File: src/rtl/cpu_step_ctrl.sv
// Run/step controller for the single-cycle MIPS core.
// Gates CPU execution with a registered clock-enable, sequences CPU reset
// pulses, counts executed cycles and muxes one debug byte onto the LEDs.
module cpu_step_ctrl #(
  parameter int DBG_CH  = 6,
  parameter int SEL_W   = 3,
  parameter int BURST_W = 8,
  parameter int CNT_W   = 16,
  parameter int RST_CYC = 4
) (
  input  logic                  CLK,
  input  logic                  RST,
  input  logic [1:0]            MODE,
  input  logic                  GO,
  input  logic [BURST_W-1:0]    BURST_N,
  input  logic                  SOFT_RST,
  input  logic [SEL_W-1:0]      SEL,
  input  logic [1:0]            BYTE_SEL,
  input  logic [32*DBG_CH-1:0]  DBG_BUS,
  output logic                  CPU_CE,
  output logic                  CPU_RST,
  output logic                  BUSY,
  output logic [CNT_W-1:0]      CYCLES,
  output logic [7:0]            LED
);

  // Width of the reset-sequence counter; always at least one bit.
  localparam int RC_W = $clog2(RST_CYC + 1);

  // Halt (2'b00) needs no constant: it is simply "none of the others".
  localparam logic [1:0] MODE_RUN   = 2'b01;
  localparam logic [1:0] MODE_STEP  = 2'b10;
  localparam logic [1:0] MODE_BURST = 2'b11;

  typedef enum logic [1:0] {
    IDLE,
    RUN,
    BURST,
    RSTSEQ
  } state_e;

  state_e              state_q, state_d;
  logic [BURST_W-1:0]  bcnt_q, bcnt_d;   // CE cycles still owed after the current one
  logic [RC_W-1:0]     rcnt_q, rcnt_d;   // reset cycles left, including the current one
  logic                ce_q, ce_d;
  logic                rst_q, rst_d;
  logic [CNT_W-1:0]    cycles_q, cycles_d;
  logic [7:0]          led_q, led_d;
  logic                go_q, srst_q;
  logic                go_rise, srst_rise;

  logic [DBG_CH-1:0][31:0] dbg_ch;

  assign dbg_ch    = DBG_BUS;
  assign go_rise   = GO & ~go_q;
  assign srst_rise = SOFT_RST & ~srst_q;

  // Next-state and registered-output decode for the run/step FSM.
  always_comb begin
    // NOTE: every signal gets a default first so no path leaves it unassigned
    // (which would infer a latch).
    state_d = state_q;
    bcnt_d  = bcnt_q;
    rcnt_d  = rcnt_q;
    ce_d    = 1'b0;
    rst_d   = 1'b0;

    if (srst_rise) begin
      // Soft reset wins everywhere, and restarts the count inside RSTSEQ.
      state_d = RSTSEQ;
      rcnt_d  = RC_W'(RST_CYC);
      rst_d   = 1'b1;
    end else begin
      unique case (state_q)
        IDLE: begin
          if (MODE == MODE_RUN) begin
            state_d = RUN;
            ce_d    = 1'b1;
          end else if (go_rise && MODE == MODE_STEP) begin
            state_d = BURST;
            bcnt_d  = '0;
            ce_d    = 1'b1;
          end else if (go_rise && MODE == MODE_BURST) begin
            // The first CE cycle is issued on entry, so store N-1; a zero
            // length still spends one cycle in BURST with CE low.
            state_d = BURST;
            if (BURST_N != '0) begin
              bcnt_d = BURST_N - BURST_W'(1);
              ce_d   = 1'b1;
            end else begin
              bcnt_d = '0;
            end
          end
        end
        RUN: begin
          if (MODE == MODE_RUN) ce_d    = 1'b1;
          else                  state_d = IDLE;
        end
        BURST: begin
          // MODE is deliberately not looked at: a started burst always completes.
          if (bcnt_q != '0) begin
            bcnt_d = bcnt_q - BURST_W'(1);
            ce_d   = 1'b1;
          end else begin
            state_d = IDLE;
          end
        end
        RSTSEQ: begin
          if (rcnt_q <= RC_W'(1)) begin
            state_d = IDLE;
          end else begin
            rcnt_d = rcnt_q - RC_W'(1);
            rst_d  = 1'b1;
          end
        end
        default: state_d = IDLE;
      endcase
    end
  end

  // Executed-cycle counter: cleared by soft reset, otherwise counts CE cycles.
  always_comb begin
    cycles_d = cycles_q;
    if (srst_rise)  cycles_d = '0;
    else if (ce_q)  cycles_d = cycles_q + CNT_W'(1);
  end

  // Debug byte mux; channels beyond DBG_CH read as zero.
  always_comb begin
    led_d = 8'h00;
    for (int c = 0; c < DBG_CH; c++) begin
      if (SEL == SEL_W'(c)) led_d = dbg_ch[c][{BYTE_SEL, 3'b000} +: 8];
    end
  end

  // State and output registers; reset starts a full CPU reset sequence.
  always_ff @(posedge CLK or posedge RST) begin
    // NOTE: sequential state uses non-blocking assignments so every register
    // samples the pre-edge values regardless of statement order.
    if (RST) begin
      state_q  <= RSTSEQ;
      rcnt_q   <= RC_W'(RST_CYC);
      bcnt_q   <= '0;
      ce_q     <= 1'b0;
      rst_q    <= 1'b1;
      cycles_q <= '0;
      led_q    <= 8'h00;
      go_q     <= 1'b0;
      srst_q   <= 1'b0;
    end else begin
      state_q  <= state_d;
      rcnt_q   <= rcnt_d;
      bcnt_q   <= bcnt_d;
      ce_q     <= ce_d;
      rst_q    <= rst_d;
      cycles_q <= cycles_d;
      led_q    <= led_d;
      go_q     <= GO;
      srst_q   <= SOFT_RST;
    end
  end

  assign CPU_CE  = ce_q;
  assign CPU_RST = rst_q;
  assign BUSY    = (state_q != IDLE);
  assign CYCLES  = cycles_q;
  assign LED     = led_q;

endmodule

File: config.mk
export PLATFORM = sky130hd
export DESIGN_NAME = cpu_step_ctrl
export DESIGN_NICKNAME = d
export VERILOG_FILES = /design/src/rtl/cpu_step_ctrl.sv
export SDC_FILE = /design/constraint.sdc
export NUM_CORES = 1
export LEC_CHECK = 0
export CORE_MARGIN = 8
export CORE_UTILIZATION = 40
export CTS_CLUSTER_DIAMETER = 80
export DETAILED_ROUTE_END_ITERATION = 12
export GPL_ROUTABILITY_DRIVEN = 0
export HOLD_SLACK_MARGIN = 0.03
export PLACE_DENSITY_LB_ADDON = 0.15
export SLEW_MARGIN = 15
export SYNTH_ARGS = -nofsm -noshare
export SYNTH_HDL_FRONTEND = slang
export SYNTH_SLANG_ARGS = --single-unit
File: constraint.sdc
create_clock -name CLK -period 5.2 [get_ports CLK]
set_clock_uncertainty 0.1 [all_clocks]
set_input_delay 1.56 -clock CLK [delete_from_list [all_inputs] [get_ports CLK]]
set_output_delay 1.56 -clock CLK [all_outputs]
set_load 0.01 [all_outputs]
* Word level (Yosys, flattened, before mapping)
Cells that the tools add are included.
** Storage, ports and cells
- Flip-flop bits (word level) :: 41
- Input bits :: 211
- Logic and storage cells :: 93
** Operators by class
- $add $sub $neg :: 4
- $lt $le $gt $ge :: 1
- Equality and inequality tests :: 19
- Shift operators :: 6
- Mux-type cells :: 36
- Bitwise gates (word level) :: 5
- Reduce and logical (&&, ||, !) cells :: 13
** Operator list (count)
- 32-bit by 6-bit variable part select with 8-bit output :: 6
- 8-bit 2-to-1 mux :: 11
- 16-bit 2-to-1 mux :: 2
- 16-bit by 1-bit adder with 16-bit output, second input constant :: 1
- 8-bit case mux with 2 select lines :: 1
- 8-bit nonzero test :: 2
- 8-bit by 1-bit subtractor with 8-bit output, second input constant :: 2
- 2-bit 2-to-1 mux :: 7
- 3-bit inequality test, second input constant :: 4
- 1-bit 2-to-1 mux :: 10
- 3-bit 2-to-1 mux :: 3
- 2-bit equality test, second input constant :: 4
- 2-bit case mux with 4 select lines :: 1
- 2-bit nonzero test :: 4
- 3-bit by 2-bit equality test with 1-bit output, second input constant :: 2
- 3-bit equality test, second input constant :: 2
- 2-bit inequality test, second input constant :: 3
- 5-bit inequality test, second input constant :: 1
- 5-bit AND reduction :: 1
- 2-bit by 1-bit equality test with 1-bit output, second input constant :: 2
- 4-bit AND reduction :: 1
- 3-bit by 1-bit equality test with 1-bit output, second input constant :: 1
- 3-bit by 1-bit <= comparator with 1-bit output, second input constant :: 1
- 3-bit zero test :: 1
- 7 further kinds :: 11

* Depth between registers and ports, before layout
- Depth after elaboration :: 8
- Gate-level depth with buffers :: 7
- Mapped depth without buffers :: 7

* Worst setup path after synthesis
No wires, ideal clock.
- Kind :: input-to-reg
- From :: input BYTE_SEL[1]
- To :: register led_q[0] (netlist: LED[0])
- Library setup time :: 0.126 ns
- Arrival :: 2.812 ns
- Path slack :: 2.162 ns
- Cell stages on the path :: 6
- Buffers on the path :: 3
- Cells stage by stage :: buf_2 buf_4 buf_2 mux2i_1 o221ai_1 o32a_1
** On the way
- Cells in the longest elaborated chain, start to end :: 7
** Ends and longest elaborated chain
- start: declaration :: RTL line 18 : input logic [1:0] BYTE_SEL,
- 32-bit by 6-bit variable part select with 8-bit output :: RTL line 132 : if (SEL == SEL_W'(c)) led_d = dbg_ch[c][{BYTE_SEL, 3'b000} +: 8];
- 8-bit 2-to-1 mux (5 in a row) :: RTL line 132
- 8-bit 2-to-1 mux (*) :: RTL line 132
- net led_d[0] :: RTL line 48 : logic [7:0] led_q, led_d;
- end signal: assignment :: RTL line 157 : led_q <= led_d;
- end: declaration :: RTL line 48
Mark *: on every way through the listed nets, which the timed path passes. The rest lies on a longest branch.
A chain may end at the register's enable or synchronous reset.

* Final worst setup path
- From :: input SEL[0]
- To :: register led_q[3] (netlist: LED[3])
** On the way
- Cells in the longest elaborated chain, start to end :: 7
** Ends and longest elaborated chain
- start: declaration :: RTL line 17 : input logic [SEL_W-1:0] SEL,
- 3-bit zero test :: RTL line 132
- 8-bit 2-to-1 mux (5 in a row) :: RTL line 132
- 8-bit 2-to-1 mux (*) :: RTL line 132
- net led_d[3] :: RTL line 48
Marked as above.

==> summary.md <==
| Metric | Value |
|---|---|
| EDFF count, synth | 0 |
| Critical Path AT | 3.64 ns |
| Startpoint type of the worst setup path | primary input |
| Crit path max-delay family | buffers and inverters |
| Hold Path Stages | 2 |
| Clock root buffer | clkbuf_8 |
| Slew headroom | 45.8% |
| P&R area growth vs syn | 67.5% |
| Commonest non-fill, non-tap cells in the layout | 235 x clkdlybuf4s50_1, 58 x mux2i_1, 37 x dfrtp_1, 37 x nor2_1, 29 x o21ai_0 |
| WP depth | 6 |
| Post-Syn Area per Cell | 9.53 µm² |
| Metal3 WL | 1240 µm |
| Grt ovf | 0 |
| Commonest non-fill, non-tap cell in the layout | clkdlybuf4s50_1 |
| Die area | 0.0126 mm² |
| R2R cell count | 5 |
| Layout Utilization | 68.4% |
| Post-Route M1 WL | 5230 µm |
| CTS tree | yes |
| Overall power | 0.00141 W |
| Period utilization | 67.8% |
| Clock slew at reported path FFs | 0.07 ns |
| Hold-fix buffers at CTS | 0 |
| Period minus WS final | 3.53 ns |
| Cells resized by post-CTS repair | 0 |
| Highest Signal Layer | met4 |
| Drt total wl | 14600 µm |
| Largest net degree at the start of global routing | 37 |
| First-pass GRT wire length | 22700 µm |
| H-tree depth | 2 |
| Fin nets | 830 |
| Total track usage | 22.5% |
| Reg-to-reg slack, setup | 3.03 ns |
| Core area | 0.00911 mm² |
| Initial core utilization | 40.8% |
| Filler cell count in the final layout | 730 |
| Max Clock Freq | 283 MHz |
| Placed Area | 0.00611 mm² |
| Clk Latency, worst-skew pair | 0.30 ns |
| Top FF cell, synth | dfrtp_1 |
| Post-DP HPWL | 12600 µm |
| CP required | 5.31 ns |
| Syn. warnings | 0 |
| Clock tree buffer depth | 2 |
| Outcome | finished clean |
| CP Cell Sequence | clkdlybuf4s50_1, nor2b_1, nand2_1, o221ai_1, o22ai_1, a21oi_1 |
| Mapped Cells | 390 |
| Crit path kind | in2reg |
| Worst hold path class | reg2reg |
| Fin. Hold Viols | 0 |
| Drt pass-1 iters | 4 |
| Post-synthesis cell type count | 53 |
| Setup_tns | 0 ns |
| Inserted Diodes | 0 |
| CP Capture Type | register |
| Final setup viols | 0 |
| Power per cell area | 227 mW/mm² |
| Num rows | 35 |
| Synthesized cell area | 0.00372 mm² |
| CP max stage cell | clkdlybuf4s50_1 |
| DR WL/cell | 20.1 µm |
| Yosys reg bits | 41 |
| Initial antenna violation count | 0 |
| Residual DRC | 0 |
| Worst r2r dst | bcnt_q[6] |
| Least-Margin Pin Slew | 0.813 ns |
| Worst stage delay on the critical path | 0.80 ns |
| Sequential fraction of the synthesis area | 27.7% |
| I/O Buffers | 237 |
| Via count of the routed design | 3984 |
| Metal2 WL | 7800 µm |
| Die width | 112 µm |
| Peak VDD IR | 0.146 mV |
| Hold wc startpoint | bcnt_q[4] |
| Postcts setup bufs | 0 |
| Min-Delay Endpoint | bcnt_q[4] |
| Post-DR vias/cell | 5.50 |
| Leak Pwr | 2.48 nW |
| Clock sinks | 41 |
| Initial DRC count | 231 |
| Num CTS Buffers | 5 |
| Syn_nets | 607 |
| Layout cells sized above 1 | 8.31% |
| Unrepaired setup endpoints after global routing | no |
| I/O pin cnt | 238 |
| Max Slew Vio Count | 0 |
| CP Buf/Inv Count | 1 |
| Ys async rst share | 100% |
| Antenna Nets Post-Route | 0 |
| Die height | 112 µm |
| Fin area | 0.00623 mm² |
| Reg2reg start | bcnt_q[2] |
| Max-cap violation count | 0 |
| Crit Path Max Fanout | 16 |
| Number of global-route vias before repair | 4376 |
area by class of cell:
type                    count  area, µm²  share of cell area [%]
clock inverters             1       30.0                   0.482
flip-flops and latches     41       1030                    16.6
clock buffers               7       86.3                    1.39
multi-input cells         312       2500                    40.2
repair buffers            241       2390                    38.5
inverters                  12       45.0                   0.723
well taps                 111        139                    2.23
worst max path at each step:
stage                        end        start  slack, ns
final                     LED[3]       SEL[0]       1.67
after global routing      LED[7]       SEL[0]       1.50
after CTS                 LED[0]       SEL[0]       1.72
after detailed placement  LED[0]       SEL[0]       1.42
after global placement    LED[5]       SEL[0]       1.47
after floorplan           LED[0]  BYTE_SEL[1]       2.16
cells by family (layout without fill, tap and decap cells):
family	after synthesis	in the layout	share of synthesized area [%]
simple gates	117	117	16.7
compound gates	89	89	16.0
mux	81	81	28.0
flops	41	41	27.7
buf+inv	37	261	4.98
xor+xnor	19	19	4.48
fa+ha+maj	6	6	2.02
routing by layer:
layer  up-vias  global-route usage [%]
li1       1916                       -
met1      1866                    22.7
met2       177                    42.8
met3        25                    8.05
met4         0                    5.94
met5         -                       0
cell usage after synthesis (all sizes together) (6+ instances only):
library cell	count	area [µm²]
nor2b	8	50.1
dfrtp	37	926
nor3	9	45.0
o22a	9	78.8
nand2	24	90.1
o21ai	29	145
mux2i	58	581
nand3	9	50.1
xnor2	8	70.1
ha	6	75.1
nor2	37	139
buf	17	110
o22ai	6	37.5
a21oi	16	80.1
xor2	11	96.3
o221ai	7	61.3
mux4	18	405
inv	12	45.0
clkbuf	8	30.0
through the flow:
| step | worst slack [ns] | std cells | hold WS, ns |
|---|---|---|---|
| 2_1_floorplan | 2.16 | 390 | 0.363 |
| 3_3_place_gp | 1.47 | 717 | 0.389 |
| 3_5_place_dp | 1.42 | 717 | 0.430 |
| 4_1_cts | 1.72 | 725 | 0.448 |
| 5_1_grt | 1.50 | 725 | 0.465 |
| 6_report | 1.67 | 725 | 0.440 |
worst reg2reg max path, cell delays in order, from the launching register on:
cell	delay, ns
dfrtp_1	0.41
or3_1	0.46
nor4_2	0.34
a311o_1	0.51
o21ai_0	0.17
o21ai_0	0.11
flip-flops by register name (all words and copies together), names as in the netlist:
| name | count |
|---|---|
| CYCLES | 16 |
| LED | 8 |
| bcnt_q | 8 |
| rcnt_q | 3 |
| state_q | 2 |
| CPU_CE | 1 |
| CPU_RST | 1 |
| go_q | 1 |
| srst_q | 1 |
power by group:
group | internal (W) | switching, W | total (W)
Combinational | 0.000369 | 0.000290 | 0.000659
Sequential | 0.000403 | 0.0000834 | 0.000486
Clock | 0.000157 | 0.000111 | 0.000267
Total | 0.000928 | 0.000484 | 0.00141
(Power assumes the default switching activity.)
